[src/rtl/rapcores_wb_spi_pkg.sv]
// rapcores_wb_spi_pkg
// Shared constants for the Wishbone-to-SPI bridge: register offsets (word
// index adr[4:2]), STATUS bit positions, CLKDIV reset value and FSM states.
package rapcores_wb_spi_pkg;

    localparam logic [2:0] REG_CTRL   = 3'd0;
    localparam logic [2:0] REG_CLKDIV = 3'd1;
    localparam logic [2:0] REG_TXDATA = 3'd2;
    localparam logic [2:0] REG_RXDATA = 3'd3;
    localparam logic [2:0] REG_STATUS = 3'd4;

    localparam int ST_BUSY     = 0;
    localparam int ST_TX_FULL  = 1;
    localparam int ST_TX_EMPTY = 2;
    localparam int ST_RX_EMPTY = 3;
    localparam int ST_RX_FULL  = 4;
    localparam int ST_TX_OVF   = 5;
    localparam int ST_RX_OVF   = 6;
    localparam int ST_RX_UNF   = 7;

    localparam int CLKDIV_RST = 3;

    typedef enum logic [2:0] {IDLE, SETUP, SHIFT, HOLD, GAP} state_t;

endpackage

[src/rtl/rapcores_wb_spi_if.sv]
// rapcores_wb_spi_if
// Wishbone classic slave bundle.
//   wbs_cyc_i/stb_i/we_i : cycle, strobe, write enable (master -> slave)
//   wbs_sel_i            : byte enables
//   wbs_adr_i/dat_i      : byte address, write data
//   wbs_ack_o/dat_o      : acknowledge, read data (slave -> master)
interface rapcores_wb_spi_if;
    logic        wbs_cyc_i;
    logic        wbs_stb_i;
    logic        wbs_we_i;
    logic [3:0]  wbs_sel_i;
    logic [31:0] wbs_adr_i;
    logic [31:0] wbs_dat_i;
    logic        wbs_ack_o;
    logic [31:0] wbs_dat_o;

    modport slave (
        input  wbs_cyc_i, wbs_stb_i, wbs_we_i, wbs_sel_i, wbs_adr_i, wbs_dat_i,
        output wbs_ack_o, wbs_dat_o
    );

    modport master (
        output wbs_cyc_i, wbs_stb_i, wbs_we_i, wbs_sel_i, wbs_adr_i, wbs_dat_i,
        input  wbs_ack_o, wbs_dat_o
    );
endinterface

[src/rtl/rapcores_sync_fifo.sv]
// rapcores_sync_fifo
// Single-clock FIFO, first-word-fall-through read port.
//   clk, rst        : clock, synchronous active-high reset (empties the FIFO)
//   i_push, i_data  : write; ignored while full
//   i_pop           : read; ignored while empty
//   o_data          : word at the head
//   o_full, o_empty, o_count : occupancy
module rapcores_sync_fifo #(
    parameter int WIDTH = 32,
    parameter int DEPTH = 4
) (
    input  logic                     clk,
    input  logic                     rst,
    input  logic                     i_push,
    input  logic [WIDTH-1:0]         i_data,
    input  logic                     i_pop,
    output logic [WIDTH-1:0]         o_data,
    output logic                     o_full,
    output logic                     o_empty,
    output logic [$clog2(DEPTH):0]   o_count
);
    localparam int AW = $clog2(DEPTH);

    logic [WIDTH-1:0] r_mem [DEPTH];
    // Extra MSB on each pointer tells full from empty when the indices match.
    logic [AW:0]      r_wptr, r_rptr;
    logic             w_do_push, w_do_pop;

    assign o_empty   = (r_wptr == r_rptr);
    assign o_full    = (r_wptr[AW] != r_rptr[AW]) && (r_wptr[AW-1:0] == r_rptr[AW-1:0]);
    assign o_count   = r_wptr - r_rptr;
    assign o_data    = r_mem[r_rptr[AW-1:0]];
    assign w_do_push = i_push && !o_full;
    assign w_do_pop  = i_pop && !o_empty;

    always_ff @(posedge clk) begin
        if (rst) begin
            r_wptr <= '0;
            r_rptr <= '0;
        end else begin
            if (w_do_push) r_wptr <= r_wptr + 1'b1;
            if (w_do_pop)  r_rptr <= r_rptr + 1'b1;
        end
    end

    always_ff @(posedge clk) begin
        if (w_do_push) r_mem[r_wptr[AW-1:0]] <= i_data;
    end
endmodule

[src/rtl/rapcores_wb_spi.sv]
// rapcores_wb_spi
// Wishbone slave that serialises 32-bit TX words as an SPI mode-0 master
// (MSB first) and collects the returned words in an RX FIFO.
//   wb_clk_i, wb_rst_i : sole clock, synchronous active-high reset
//   wb                 : Wishbone classic slave (rapcores_wb_spi_if.slave)
//   spi_sck/cs/copi    : SPI outputs (cs active low)
//   spi_cipo           : SPI input, already synchronous to wb_clk_i
module rapcores_wb_spi
    import rapcores_wb_spi_pkg::*;
#(
    parameter logic [31:0] BASE_ADDR  = 32'h3000_0000,
    parameter int          FIFO_DEPTH = 4,
    parameter int          DIV_W      = 8
) (
    input  logic             wb_clk_i,
    input  logic             wb_rst_i,
    rapcores_wb_spi_if.slave wb,
    output logic             spi_sck,
    output logic             spi_cs,
    output logic             spi_copi,
    input  logic             spi_cipo
);
    localparam int CW = $clog2(FIFO_DEPTH) + 1;

    logic             r_ack;
    logic [31:0]      r_dat;
    logic             r_hold;
    logic [DIV_W-1:0] r_clkdiv, r_div_lat, r_cnt;
    logic             r_tx_ovf, r_rx_ovf, r_rx_unf;
    state_t           r_state, w_next;
    logic [31:0]      r_shift;
    logic             r_sample, r_sck, r_done;
    logic [4:0]       r_bit;

    logic        w_acc, w_wr, w_rd, w_clr;
    logic [2:0]  w_off;
    logic        w_tx_push, w_tx_pop, w_tx_full, w_tx_empty;
    logic        w_rx_push, w_rx_pop, w_rx_full, w_rx_empty;
    logic [31:0] w_tx_data, w_rx_data, w_shift_nxt, w_status;
    logic [CW-1:0] w_tx_count, w_rx_count;
    logic        w_unused;

    // One access per ack; the ~r_ack term keeps ack from repeating back to back.
    assign w_acc     = wb.wbs_cyc_i && wb.wbs_stb_i && !r_ack
                       && (wb.wbs_adr_i[31:8] == BASE_ADDR[31:8]);
    assign w_wr      = w_acc && wb.wbs_we_i;
    assign w_rd      = w_acc && !wb.wbs_we_i;
    assign w_off     = wb.wbs_adr_i[4:2];
    assign w_clr     = w_wr && (w_off == REG_STATUS);
    assign w_tx_push = w_wr && (w_off == REG_TXDATA);
    assign w_rx_pop  = w_rd && (w_off == REG_RXDATA);

    // Word completes on the falling edge that ends bit 31's high half.
    assign w_shift_nxt = {r_shift[30:0], r_sample};
    assign w_rx_push   = (r_state == SHIFT) && !r_done && r_sck
                         && (r_cnt == '0) && (r_bit == 5'd31);

    assign wb.wbs_ack_o = r_ack;
    assign wb.wbs_dat_o = r_dat;
    assign spi_sck      = r_sck;
    assign spi_cs       = (r_state == IDLE) || (r_state == GAP);
    assign spi_copi     = !spi_cs && r_shift[31];

    assign w_unused = ^{wb.wbs_adr_i[7:5], wb.wbs_adr_i[1:0], wb.wbs_sel_i,
                        w_tx_count, w_rx_count};

    rapcores_sync_fifo #(.WIDTH(32), .DEPTH(FIFO_DEPTH)) u_tx_fifo (
        .clk(wb_clk_i), .rst(wb_rst_i),
        .i_push(w_tx_push), .i_data(wb.wbs_dat_i), .i_pop(w_tx_pop),
        .o_data(w_tx_data), .o_full(w_tx_full), .o_empty(w_tx_empty), .o_count(w_tx_count)
    );

    rapcores_sync_fifo #(.WIDTH(32), .DEPTH(FIFO_DEPTH)) u_rx_fifo (
        .clk(wb_clk_i), .rst(wb_rst_i),
        .i_push(w_rx_push), .i_data(w_shift_nxt), .i_pop(w_rx_pop),
        .o_data(w_rx_data), .o_full(w_rx_full), .o_empty(w_rx_empty), .o_count(w_rx_count)
    );

    always_comb begin
        w_status              = '0;
        w_status[ST_BUSY]     = (r_state != IDLE);
        w_status[ST_TX_FULL]  = w_tx_full;
        w_status[ST_TX_EMPTY] = w_tx_empty;
        w_status[ST_RX_EMPTY] = w_rx_empty;
        w_status[ST_RX_FULL]  = w_rx_full;
        w_status[ST_TX_OVF]   = r_tx_ovf;
        w_status[ST_RX_OVF]   = r_rx_ovf;
        w_status[ST_RX_UNF]   = r_rx_unf;
    end

    // Register file and Wishbone response.
    always_ff @(posedge wb_clk_i) begin
        if (wb_rst_i) begin
            r_ack    <= 1'b0;
            r_dat    <= '0;
            r_hold   <= 1'b0;
            r_clkdiv <= DIV_W'(CLKDIV_RST);
            r_tx_ovf <= 1'b0;
            r_rx_ovf <= 1'b0;
            r_rx_unf <= 1'b0;
        end else begin
            r_ack <= w_acc;
            r_dat <= '0;
            if (w_rd) begin
                case (w_off)
                    REG_CTRL:   r_dat <= {31'b0, r_hold};
                    REG_CLKDIV: r_dat <= 32'(r_clkdiv);
                    REG_RXDATA: r_dat <= w_rx_empty ? 32'h0 : w_rx_data;
                    REG_STATUS: r_dat <= w_status;
                    default:    r_dat <= '0;
                endcase
            end
            if (w_wr && (w_off == REG_CTRL) && wb.wbs_sel_i[0])
                r_hold <= wb.wbs_dat_i[0];
            if (w_wr && (w_off == REG_CLKDIV)) begin
                for (int i = 0; i < DIV_W; i++)
                    if (wb.wbs_sel_i[i/8]) r_clkdiv[i] <= wb.wbs_dat_i[i];
            end
            // Sticky, write-1-to-clear; a same-cycle set beats the clear.
            r_tx_ovf <= (w_tx_push && w_tx_full)  || (r_tx_ovf && !(w_clr && wb.wbs_dat_i[ST_TX_OVF]));
            r_rx_ovf <= (w_rx_push && w_rx_full)  || (r_rx_ovf && !(w_clr && wb.wbs_dat_i[ST_RX_OVF]));
            r_rx_unf <= (w_rx_pop  && w_rx_empty) || (r_rx_unf && !(w_clr && wb.wbs_dat_i[ST_RX_UNF]));
        end
    end

    // r_done marks the one SCK-low cycle after a word completes, where the
    // back-to-back / HOLD / GAP decision is taken.
    always_comb begin
        w_next   = r_state;
        w_tx_pop = 1'b0;
        case (r_state)
            IDLE:  if (!w_tx_empty) begin w_tx_pop = 1'b1; w_next = SETUP; end
            SETUP: if (r_cnt == '0) w_next = SHIFT;
            SHIFT: if (r_done) begin
                       if (!w_tx_empty) w_tx_pop = 1'b1;
                       else if (r_hold) w_next = HOLD;
                       else             w_next = GAP;
                   end
            HOLD:  if (!w_tx_empty) begin w_tx_pop = 1'b1; w_next = SHIFT; end
                   else if (!r_hold) w_next = GAP;
            GAP:   if (r_cnt == '0) w_next = IDLE;
            default: w_next = IDLE;
        endcase
    end

    always_ff @(posedge wb_clk_i) begin
        if (wb_rst_i) begin
            r_state   <= IDLE;
            r_cnt     <= '0;
            r_div_lat <= '0;
            r_shift   <= '0;
            r_sample  <= 1'b0;
            r_sck     <= 1'b0;
            r_done    <= 1'b0;
            r_bit     <= '0;
        end else begin
            r_state <= w_next;
            r_done  <= 1'b0;
            if (w_tx_pop) begin
                // Divider is latched only here, so CLKDIV never changes mid-word.
                r_shift   <= w_tx_data;
                r_div_lat <= r_clkdiv;
                r_cnt     <= r_clkdiv;
                r_bit     <= '0;
                r_sck     <= 1'b0;
            end else begin
                case (r_state)
                    SETUP: r_cnt <= (r_cnt == '0) ? r_div_lat : r_cnt - 1'b1;
                    SHIFT: if (!r_done) begin
                        if (r_cnt != '0) begin
                            r_cnt <= r_cnt - 1'b1;
                        end else begin
                            r_cnt <= r_div_lat;
                            if (!r_sck) begin
                                r_sck    <= 1'b1;
                                r_sample <= spi_cipo;
                            end else begin
                                r_sck   <= 1'b0;
                                r_shift <= w_shift_nxt;
                                r_bit   <= r_bit + 5'd1;
                                if (r_bit == 5'd31) r_done <= 1'b1;
                            end
                        end
                    end
                    GAP:   if (r_cnt != '0) r_cnt <= r_cnt - 1'b1;
                    default: ;
                endcase
                if ((w_next == GAP) && (r_state != GAP)) r_cnt <= r_div_lat;
            end
        end
    end
endmodule
[src/flat_wrapper.sv]
// flat-port wrapper written by rule: the top's interface ports become plain ports
module rapcores_wb_spi_flat import rapcores_wb_spi_pkg::*;
#(
    parameter logic [31:0] BASE_ADDR  = 32'h3000_0000,
    parameter int          FIFO_DEPTH = 4,
    parameter int          DIV_W      = 8
)
  (wb_clk_i, wb_rst_i, spi_sck, spi_cs, spi_copi, spi_cipo, wb_wbs_cyc_i, wb_wbs_stb_i, wb_wbs_we_i, wb_wbs_sel_i, wb_wbs_adr_i, wb_wbs_dat_i, wb_wbs_ack_o, wb_wbs_dat_o);
  rapcores_wb_spi_if wb_i ();
  input  logic wb_clk_i;
  input  logic wb_rst_i;
  output logic spi_sck;
  output logic spi_cs;
  output logic spi_copi;
  input  logic spi_cipo;
  input wire logic [$bits(wb_i.wbs_cyc_i)-1:0] wb_wbs_cyc_i;
  input wire logic [$bits(wb_i.wbs_stb_i)-1:0] wb_wbs_stb_i;
  input wire logic [$bits(wb_i.wbs_we_i)-1:0] wb_wbs_we_i;
  input wire logic [$bits(wb_i.wbs_sel_i)-1:0] wb_wbs_sel_i;
  input wire logic [$bits(wb_i.wbs_adr_i)-1:0] wb_wbs_adr_i;
  input wire logic [$bits(wb_i.wbs_dat_i)-1:0] wb_wbs_dat_i;
  output wire logic [$bits(wb_i.wbs_ack_o)-1:0] wb_wbs_ack_o;
  output wire logic [$bits(wb_i.wbs_dat_o)-1:0] wb_wbs_dat_o;
  assign wb_i.wbs_cyc_i = wb_wbs_cyc_i;
  assign wb_i.wbs_stb_i = wb_wbs_stb_i;
  assign wb_i.wbs_we_i = wb_wbs_we_i;
  assign wb_i.wbs_sel_i = wb_wbs_sel_i;
  assign wb_i.wbs_adr_i = wb_wbs_adr_i;
  assign wb_i.wbs_dat_i = wb_wbs_dat_i;
  assign wb_wbs_ack_o = wb_i.wbs_ack_o;
  assign wb_wbs_dat_o = wb_i.wbs_dat_o;
  rapcores_wb_spi #(.BASE_ADDR(BASE_ADDR), .FIFO_DEPTH(FIFO_DEPTH), .DIV_W(DIV_W)) u_core (.wb_clk_i(wb_clk_i), .wb_rst_i(wb_rst_i), .wb(wb_i), .spi_sck(spi_sck), .spi_cs(spi_cs), .spi_copi(spi_copi), .spi_cipo(spi_cipo));
endmodule
[config.mk]
export PLATFORM = sky130hd
export DESIGN_NAME = rapcores_wb_spi_flat
export DESIGN_NICKNAME = d
export VERILOG_FILES = /design/src/rtl/rapcores_wb_spi_pkg.sv /design/src/rtl/rapcores_wb_spi_if.sv /design/src/rtl/rapcores_sync_fifo.sv /design/src/rtl/rapcores_wb_spi.sv /design/src/flat_wrapper.sv
export SDC_FILE = /design/constraint.sdc
export NUM_CORES = 1
export LEC_CHECK = 0
export ABC_AREA = 1
export CELL_PAD_IN_SITES_DETAIL_PLACEMENT = 0
export CELL_PAD_IN_SITES_GLOBAL_PLACEMENT = 1
export CORE_MARGIN = 2
export CORE_UTILIZATION = 39
export DETAILED_ROUTE_END_ITERATION = 8
export GPL_TIMING_DRIVEN = 0
export PLACE_DENSITY = 0.81
export SYNTH_ARGS = -nofsm -noshare
export SYNTH_HDL_FRONTEND = slang
export SYNTH_SLANG_ARGS = --single-unit
[constraint.sdc]
create_clock -name wb_clk_i -period 2.9 [get_ports wb_clk_i]
set_clock_uncertainty 0.05 [all_clocks]
set_input_delay 0.435 -clock wb_clk_i [delete_from_list [all_inputs] [get_ports wb_clk_i]]
set_output_delay 0.435 -clock wb_clk_i [all_outputs]
set_load 0.005 [all_outputs]
==> results_dict.tcl, run 1 <==
set metrics [dict create \
    p_per_area_nw_per_um2 809 \
    antenna_found_initial 0 \
    timing.rr.end "u_core.u_rx_fifo.r_mem[1][6]" \
    hp-class "reg -> reg" \
    yosys.area.top_type "edfxtp_1" \
    dpl_cell_area_um2 17000 \
    clock-root-buffer "clkbuf_16" \
    power.internal_mw 10.4 \
    tightest_slew_ps 845 \
    n_antenna_cell 0 \
    startpoint "u_core.r_cnt[0]" \
    yosys-mux-area-fraction_pct 0 \
    async_reset_ff_share_pct 0 \
    synth-compound-area-share_pct 9.95 \
    dr_total_vias 10600 \
    cts.htree.levels 2 \
    swShare_pct 30.0 \
    synth_warnings 0 \
    wl_per_cell_um 17.2 \
    dp_slack_ps -248 \
    critPathArrivalTime_ps 2820 \
    num_io_pins 110 \
    cts-resized-gates 0 \
    reg2reg_from "u_core.r_cnt[0]" \
    max_clock_freq_mhz 381 \
    post-synth-top-area-fraction_pct 51.0 \
    ff2ff_setup_slack_ps 280 \
    fp.dieH_um 201 \
    ys_types 45 \
    vias_per_cell 4.97 \
    cellLeakagePower_nw 6.67 \
    worstPathRequired_ps 3100 \
    hold_buffers 0 \
    post_cts_buffers 0 \
    regArea_um2 10100 \
    reg2reg_depth 9 \
    grt_pass1_vias 10300 \
    slew_viol_final 0 \
    ant_nets 0 \
    initial_core_util_pct 39.3 \
    ys.flop_type "edfxtp_1" \
    use_met3_pct 3.00 \
    status "finished clean" \
    dp_cells 2065 \
    hold_slack_ps 414 \
    syn_area_um2 15100 \
    crit_chain "inv_1 > ha_1 > nand2_1 > nor2_4 > nand3_2 > inv_2 > nand3_4 > nor2_4 > buf_16" \
    area_growth_pct 21.5 \
    drt_pass1_iterations 7 \
    relSlewSlack_pct 43.7 \
    drive_gt1_share_pct 8.16 \
    cts.sinks 376 \
    multi_input_area_um2 4290 \
    met2_usage_pct 30.9 \
    drv_cap 0 \
    drt_iter0_markers 873 \
    path_max_fanout 18 \
    p_comb_share_pct 20.2 \
    synth_xor_area_share_pct 0.465 \
    seq_power_share_pct 44.2 \
    synth_seq_cells 376 \
    dieArea_um2 40200 \
    synth_edf_count 256 \
    final_net_count 1675 \
    rows 72 \
    synth_fp_nets 1526 \
    min_period_ps 2620 \
    slowest_stage "nor2_4" \
    setup_viol 0 \
    top_usage_layer "met2" \
    clkPwrFrac_pct 35.6 \
    whs_path_depth 2 \
    post_synth_fa_ha_maj_area_fraction_pct 1.08 \
    yosys.area_share.simple_pct 16.6 \
    finalHoldViolCount 0 \
    nFillCells 3542 \
    synth_top_family_by_area "simple AND/OR/NAND/NOR gates" \
    cts.clk_slew.worst_paths_ps 60 \
    slowest_delay_ps 490 \
    peakVddDrop_v 0.000467 \
    cp-start-kind "register" \
    utilization_pct 47.7 \
    final_cells 2136 \
    critPathKind "reg -> reg" \
    crit_end "u_core.u_rx_fifo.r_mem[1][6]" \
    avgSynthCellArea_um2 10.5 \
    syn_inst 1439 \
    cts_tree "yes" \
    routed_wl_um 36800 \
    grt.met1_usage_pct 23.9 \
    p_sw_mw 4.45 \
    gr-usage-all-layers_pct 18.2 \
    rsz0062_at_grt "no" \
    seq_area_frac_synth_pct 67.0 \
    grt_pass1_wl_um 56900 \
    overflow 0 \
    core_um2 38400 \
    final_area_um2 18300 \
    fin_ws_ps 278 \
    post-route-drc-count 0 \
    synthTopCellsByArea "edfxtp_1 (51%), dfxtp_1 (16%), nand2_1 (7.7%), nor2_1 (4.0%), a21oi_1 (3.3%)" \
    dp.final_hpwl_um 25600 \
    crit_top_cell "nor2_4" \
    cts_made_buffers 39 \
    port_buffers 100 \
    finalWeightedCongestion 0.827 \
    fin_crit_sh_pct 90.4 \
    die_w_um 201 \
    grt_start_max_net_pins 30 \
    clock_path_buffers 3 \
    critPathCaptureType "register" \
    clk_latency_ps 550 \
]
cell usage in the layout (no fill, tap or decap), drive strengths merged, types with 2 or more instances in the layout:
| master | instances |
|---|---|
| dfxtp | 120 |
| clkdlybuf4s50 | 100 |
| nand2 | 316 |
| nand4 | 12 |
| clkinv | 16 |
| xor2 | 5 |
| nor3b | 2 |
| o21ai | 104 |
| a31oi | 8 |
| ha | 13 |
| xnor2 | 3 |
| o211ai | 13 |
| nor3 | 35 |
| o21a | 2 |
| inv | 119 |
| clkbuf | 90 |
| buf | 29 |
| a221oi | 6 |
| nor2 | 171 |
| o22ai | 28 |
| bufinv | 7 |
| edfxtp | 256 |
| clkinvlp | 2 |
| a211oi | 5 |
| a21oi | 101 |
| nand3 | 51 |
critical path: cells and delay by family (launching register included):
family / cells / cell delay [ps]
buf+inv: 3 / 510
fa+ha+maj: 1 / 250
flops: 1 / 310
simple gates: 5 / 1190
per-layer routing:
metal	vias to the layer above	wire length [um]
met5	-	0
met4	0	826
met3	66	2070
met2	284	17900
met1	5038	16000
li1	5230	-
synthesized netlist by cell type, types with 2 or more instances:
library cell and instances:
a221oi_2 2, a211oi_1 5, nor3_1 34, xor2_1 5
o211ai_1 13, nand4_1 10, nand2_1 309, nand2_4 2
clkbuf_1 43, edfxtp_1 256, ha_1 13, a21oi_1 100
nand3_2 3, o21a_1 2, nand3_1 47, nor2_2 7
inv_1 108, buf_2 14, o21ai_0 98, nor2_4 2
nand2_2 5, xnor2_1 3, buf_6 4, a31oi_1 8
inv_2 10, clkinv_1 2, o21ai_1 5, nor2_1 162
a221oi_1 4, dfxtp_1 120, buf_4 2, o22ai_1 28
state kept, by name, indices dropped and copies added (netlist names), 5 cells and up, named ones only:
register and count:
u_core.r_shift 32, u_core.u_tx_fifo.r_mem 128, u_core.u_rx_fifo.r_mem 128, u_core.r_bit 5
u_core.r_div_lat 8, u_core.r_cnt 8, u_core.r_clkdiv 8, u_core.wb.wbs_dat_o 32
cells by family (layout without fill, tap and decap cells):
group / after synthesis / in the layout
xor+xnor: 8 / 8
buf+inv: 184 / 363
flops: 376 / 376
compound gates: 268 / 268
fa+ha+maj: 13 / 13
simple gates: 590 / 590
stage by stage:
stage                     total power [mW]  TNS [ps]
after detailed placement              9.63     -9900
after global placement                9.57   -268160
final                                 14.8         0
after global routing                  15.5         0
after floorplan                       8.53    -14450
after CTS                             14.9         0
final cells by class:
class                           count  share of cell area [%]
Sequential cell                   376                    55.1
Multi-Input combinational cell    879                    23.4
Timing Repair Buffer              108                    6.43
Clock buffer                       47                    5.73
Tap cell                          518                    3.54
Inverter                          120                    2.46
Clock inverter                     24                    1.67
Buffer                             64                    1.61
worst min path at each step:
| stage | start | endpoint | slack [ps] |
|---|---|---|---|
| after floorplan | u_core.r_rx_ovf | u_core.r_rx_ovf | 390 |
| after global placement | u_core.r_tx_ovf | u_core.r_tx_ovf | 400 |
| after detailed placement | u_core.r_div_lat[2] | u_core.r_div_lat[2] | 410 |
| after CTS | u_core.r_div_lat[3] | u_core.r_div_lat[3] | 420 |
| after global routing | u_core.r_div_lat[2] | u_core.r_div_lat[2] | 430 |
| final | u_core.r_div_lat[3] | u_core.r_div_lat[3] | 410 |
power groups by stage:
stage	sequential (mW)	clock, mW	combinational [mW]
2_1_floorplan	6.47	0	2.06
4_1_cts	6.53	5.36	3.01
5_1_grt	6.58	5.55	3.37
3_5_place_dp	6.65	0	2.98
3_3_place_gp	6.62	0	2.95
6_report	6.54	5.27	2.99
Power figures use the tool's default switching activity.
==> run 2: changes to the inputs <==
- ABC_AREA: 1 -> not set
- PLACE_DENSITY: 0.81 -> 0.78
==> results_dict.tcl, run 2 <==
set metrics [dict create \
    async_reset_ff_share_pct 0 \
    reg2reg_from "u_core.wb.wbs_ack_o" \
    avgSynthCellArea_um2 15.5 \
    relSlewSlack_pct 28.5 \
    clock-root-buffer "clkbuf_16" \
    wl_per_cell_um 19.4 \
    path_max_fanout 32 \
    peakVddDrop_v 0.000436 \
    post-route-drc-count 0 \
    p_sw_mw 3.58 \
    p_comb_share_pct 14.6 \
    drive_gt1_share_pct 15.6 \
    met2_usage_pct 26.1 \
    num_io_pins 110 \
    slew_viol_final 0 \
    synth_warnings 0 \
    clkPwrFrac_pct 36.0 \
    dp_slack_ps -735 \
    slowest_delay_ps 830 \
    power.internal_mw 10.1 \
    area_growth_pct 20.2 \
    fin_crit_sh_pct 98.9 \
    grt_pass1_vias 8358 \
    slowest_stage "and2_2" \
    p_per_area_nw_per_um2 783 \
    tightest_slew_ps 1070 \
    drt_iter0_markers 599 \
    dr_total_vias 8260 \
    crit_top_cell "nor4_4" \
    fin_ws_ps 31.5 \
    yosys.area.top_type "edfxtp_1" \
    gr-usage-all-layers_pct 16.2 \
    syn_area_um2 14500 \
    synth_seq_cells 376 \
    port_buffers 101 \
    grt_start_max_net_pins 33 \
    min_from "u_core.r_div_lat[2]" \
    synth_fp_nets 1021 \
    report.power.total_mw 13.7 \
    utilization_pct 47.7 \
    ys.flop_type "edfxtp_1" \
    final_common_cell "edfxtp_1" \
    fp.dieH_um 197 \
    yosysMostFrequentCell "edfxtp_1" \
    top_usage_layer "met2" \
    seq_area_frac_synth_pct 69.5 \
    finalHoldViolCount 0 \
    ys_types 52 \
    drt_pass1_iterations 5 \
    routed_wl_um 30600 \
    synth_edf_count 256 \
    drv_cap 0 \
    cts.clk_slew.worst_paths_ps 60 \
    n_antenna_cell 0 \
    swShare_pct 26.2 \
    cts_made_buffers 39 \
    max_clock_freq_mhz 349 \
    seq_power_share_pct 49.4 \
    critPathKind "in -> reg" \
    dp_cells 1503 \
    setup_viol 0 \
    min_period_ps 2870 \
    critPathArrivalTime_ps 2960 \
    mostFrequentLayoutCells "edfxtp_1 (256), dfxtp_1 (120), nand2_1 (104), clkdlybuf4s50_1 (101), nor2_1 (72)" \
    crit_chain "clkdlybuf4s50_1 > nor4_4 > nand4_4 > nor4_4 > and2_2" \
    grt.met1_usage_pct 22.3 \
    antenna_found_initial 0 \
    post-synth-top-area-fraction_pct 52.9 \
    dieArea_um2 38800 \
    ant_nets 0 \
    core_um2 36600 \
    hp-class "reg -> reg" \
    die_w_um 197 \
    dp.final_hpwl_um 20700 \
    syn_inst 934 \
    clk_latency_ps 530 \
    status "finished clean" \
    cp-start-kind "input pin" \
    worstPathRequired_ps 2990 \
    cellLeakagePower_nw 5.52 \
    critPathCaptureType "register" \
    rsz0062_at_grt "yes" \
    final_cells 1577 \
    finalWeightedCongestion 0.803 \
    cts_tree "yes" \
    clock_path_buffers 3 \
    vias_per_cell 5.24 \
    startpoint "wb_wbs_adr_i[17]" \
    cts.sinks 376 \
    grt_pass1_wl_um 48100 \
    use_met3_pct 2.87 \
    rows 70 \
    final.setup.tns_ps 0 \
    initial_core_util_pct 39.7 \
    cts.htree.levels 2 \
    yosys-top-cells-count "edfxtp_1 (256), dfxtp_1 (120), nand2_1 (104)" \
    overflow 0 \
    synthTopCellsByArea "edfxtp_1 (53%), dfxtp_1 (17%), mux4_2 (9.9%), nand2_1 (2.7%), a311oi_1 (2.4%)" \
    final_net_count 1166 \
]
==> run 2: changes by cell type in the layout (fill, tap and decap cells not counted), moves of 13 or more <==
cell      delta
nand2_1    -205
nor2b_1     +28
nand3_1     -40
nor2_1      -83
a311oi_1    +39
nor3_1      -18
mux4_2      +64
o22ai_1     -27
o21ai_0     -95
a21oi_1     -75
mux2i_1     +13
inv_1       -97
==> run 2: worst paths after layout <==
kind	slack, ps	cells after the start	to
max	30	5	u_core.u_tx_fifo.r_mem[0][28]
min	410	2	u_core.r_div_lat[2]
max reg2reg	150	4	u_core.u_tx_fifo.r_mem[0][28]
min reg2reg	410	2	u_core.r_div_lat[2]
==> run 2: layout make-up <==
| type | instances | area (um^2) |
|---|---|---|
| Fill cell | 3122 | 19200 |
| Sequential cell | 376 | 10100 |
| Multi-Input combinational cell | 496 | 4210 |
| Clock buffer | 57 | 1150 |
| Timing Repair Buffer | 103 | 1030 |
| Tap cell | 468 | 586 |
| Buffer | 52 | 216 |
| Clock inverter | 14 | 134 |
| Inverter | 11 | 41.3 |
==> run 2: logic make-up after synthesis <==
family | Yosys count | synth area share, %
XOR/XNOR | 21 | 1.27
AND/OR/NAND/NOR | 280 | 10.1
buffers and inverters | 63 | 1.78
adder cells (fa/ha/maj) | 13 | 1.12
AO/OA/AOI/OAI | 104 | 5.42
multiplexers | 77 | 10.8
flip-flops | 376 | 69.5
==> run 2: critical path: cells and delay by family <==
| family | cells | cell delay, ps |
|---|---|---|
| buffers and inverters | 1 | 440 |
| and+or+nand+nor | 4 | 2040 |
==> run 2: repair_timing <==
| action | in CTS | in global routing |
|---|---|---|
| endpoints found under the setup margin | 128 | 240 |
| hold buffers | 0 | 0 |
| resized for setup | 5 | 4 |
| setup buffers | 2 | 0 |
| pin swaps | 1 | 0 |
| cloned | 1 | 0 |
==> run 2: through the flow <==
| step | hold slack, ps | cell area [um^2] |
|---|---|---|
| after floorplan | 382 | 14500 |
| after global placement | 395 | 16100 |
| after detailed placement | 398 | 16100 |
| after CTS | 406 | 17400 |
| after global routing | 426 | 17500 |
| final | 406 | 17500 |
==> run 2: per-layer routing <==
layer	vias up	wire [um]
met5	-	0
met4	0	812
met3	52	1750
met2	221	14600
met1	4112	13500
li1	3875	-
==> run 2: power by group through the flow <==
stage / sequential, mW / clock, mW / combinational, mW
global route: 6.78 / 5.27 / 2.20
detailed placement: 6.84 / 0 / 2.00
global placement: 6.79 / 0 / 1.97
CTS: 6.73 / 5.03 / 2.00
finish: 6.74 / 4.92 / 1.99
floorplan: 6.61 / 0 / 1.44
==> run 3: changes to the inputs <==
- DONT_BUFFER_PORTS: not set -> 1
- PLACE_DENSITY: 0.78 -> 0.71
- clock period: 2.9 -> 3.7 ns (I/O delays scaled with it)
==> results_dict.tcl, run 3 (synthesis results as in run 2) <==
set metrics [dict create \
    status "finished clean" \
    whs_path_depth 0 \
    mostFrequentLayoutCells "edfxtp_1 (256), dfxtp_1 (120), nand2_1 (104), nor2_1 (72), mux4_2 (64)" \
    hold_slack_ps 68.2 \
    fp.dieH_um 197 \
    timing.rr.end "u_core.u_rx_fifo.r_mem[3][30]" \
    slowest_stage "nor3b_1" \
    final.setup.tns_ps 0 \
    final_net_count 1065 \
    cts_tree "yes" \
    min_period_ps 3050 \
    utilization_pct 44.9 \
    crit_family "simple AND/OR/NAND/NOR gates" \
    cp-start-kind "register" \
    grt_start_max_net_pins 33 \
    ant_nets 0 \
    routed_wl_um 30800 \
    power.internal_mw 7.85 \
    min_from "wb_wbs_dat_i[7]" \
    finalHoldViolCount 0 \
    dp_slack_ps 30.9 \
    p_per_area_nw_per_um2 648 \
    cts.clk_slew.worst_paths_ps 60 \
    max_clock_freq_mhz 328 \
    hold_path_end "u_core.u_tx_fifo.r_mem[3][7]" \
    drt_iter0_markers 474 \
    p_comb_share_pct 13.6 \
    rows 70 \
    cellLeakagePower_nw 5.13 \
    slew_viol_final 0 \
    tightest_slew_ps 1170 \
    drv_cap 0 \
    port_buffers 0 \
    cts.htree.levels 2 \
    critPathCaptureType "register" \
    grt_pass1_vias 7905 \
    relSlewSlack_pct 21.4 \
    report.power.total_mw 10.6 \
    crit_chain "inv_1 > ha_1 > nor3b_1 > nand4_1 > buf_4 > nor3_2 > and2_4" \
    core_um2 36600 \
    seq_power_share_pct 49.7 \
    worstPathRequired_ps 3810 \
    critical_path_buf_inv_count 2 \
    post-route-drc-count 0 \
    nFillCells 3195 \
    num_io_pins 110 \
    slowest_delay_ps 630 \
    reg2reg_from "u_core.r_cnt[0]" \
    area_growth_pct 13.1 \
    n_antenna_cell 0 \
    dp.final_hpwl_um 20900 \
    drt_pass1_iterations 5 \
    fin_crit_sh_pct 82.3 \
    finalWeightedCongestion 0.809 \
    peakVddDrop_v 0.000466 \
    clkPwrFrac_pct 36.7 \
    antenna_found_initial 0 \
    setup_viol 0 \
    clock_path_buffers 3 \
    fin_ws_ps 653 \
    dr_total_vias 7815 \
    path_max_fanout 32 \
    cts.sinks 376 \
    p_sw_mw 2.79 \
    gr-usage-all-layers_pct 16.4 \
    cts_made_buffers 40 \
    vias_per_cell 5.29 \
    wl_per_cell_um 20.8 \
    final_common_cell "edfxtp_1" \
    initial_core_util_pct 39.7 \
    ff2ff_setup_slack_ps 650 \
    drive_gt1_share_pct 16.8 \
    die_w_um 197 \
    grt_pass1_wl_um 47800 \
    clk_latency_ps 530 \
    swShare_pct 26.2 \
    hold_buffers 0 \
    clock-root-buffer "clkbuf_16" \
    overflow 0 \
    critPathArrivalTime_ps 3160 \
    critPathKind "reg -> reg" \
    dieArea_um2 38800 \
    reg2reg_depth 7 \
    hp-class "in -> reg" \
    rsz0062_at_grt "no" \
]
[run 3: changes by cell type in the layout (fill, tap and decap cells not counted), sizes merged]
cell           delta
clkdlybuf4s50   -101
inv               +2
and2              -1
clkbuf            -3
clkinv            +1
bufinv            +1
[run 3: worst reg2reg max path, stage by stage, from the launching register on]
cell and delay [ps]:
dfxtp_1 360, inv_1 80, ha_1 230, nor3b_1 630, nand4_1 170, buf_4 200, nor3_2 370, and2_4 550
[run 3: what timing repair did]
item / 4_1_cts / 5_1_grt
buffers inserted: 0 / 2
pin swaps: 0 / 1
hold endpoints to repair: 0 / 0
resized for setup: 0 / 4
endpoints found under the setup margin: 32 / 128
[run 3: layout make-up]
type | count | area [um^2] | area share (%)
Buffer | 52 | 216 | 1.32
Clock buffer | 54 | 1120 | 6.80
Clock inverter | 18 | 171 | 1.04
Inverter | 11 | 41.3 | 0.251
Multi-Input combinational cell | 495 | 4190 | 25.5
Sequential cell | 376 | 10100 | 61.4
Tap cell | 468 | 586 | 3.57
Timing Repair Buffer | 2 | 15.0 | 0.0914
[run 3: metal layers]
metal / global-route usage [%] / wire, um / part of all wire (%) / up-vias
li1: - / - / - / 3662
met1: 23.0 / 13800 / 45 / 3910
met2: 25.4 / 14300 / 46 / 200
met3: 3.87 / 1990 / 6.5 / 43
met4: 4.96 / 659 / 2.1 / 0
met5: 0 / 0 / 0 / -
[run 3: worst max path at each step]
| stage | start | to | slack (ps) | cells past startpoint |
|---|---|---|---|---|
| floorplan | u_core.r_cnt[0] | u_core.u_rx_fifo.r_mem[3][0] | 770 | 6 |
| global placement | u_core.r_cnt[0] | u_core.u_rx_fifo.r_mem[3][29] | -510 | 6 |
| detailed placement | u_core.r_cnt[0] | u_core.u_rx_fifo.r_mem[1][29] | 30 | 6 |
| CTS | u_core.r_cnt[0] | u_core.u_rx_fifo.r_mem[1][23] | -8 | 6 |
| global route | u_core.r_cnt[0] | u_core.u_rx_fifo.r_mem[3][6] | 440 | 7 |
| finish | u_core.r_cnt[0] | u_core.u_rx_fifo.r_mem[3][30] | 650 | 7 |
[run 3: stage by stage]
step,instance area [um^2],cells
floorplan,14500,934
global placement,15100,1402
detailed placement,15100,1402
CTS,16400,1474
global route,16400,1476
finish,16400,1476
[run 3: power by group through the flow]
stage | logic (mW) | registers, mW | clock network [mW]
after floorplan | 1.13 | 5.18 | 0
after global placement | 1.45 | 5.34 | 0
after detailed placement | 1.46 | 5.37 | 0
after CTS | 1.46 | 5.28 | 3.99
after global routing | 1.61 | 5.33 | 4.16
final | 1.45 | 5.29 | 3.91
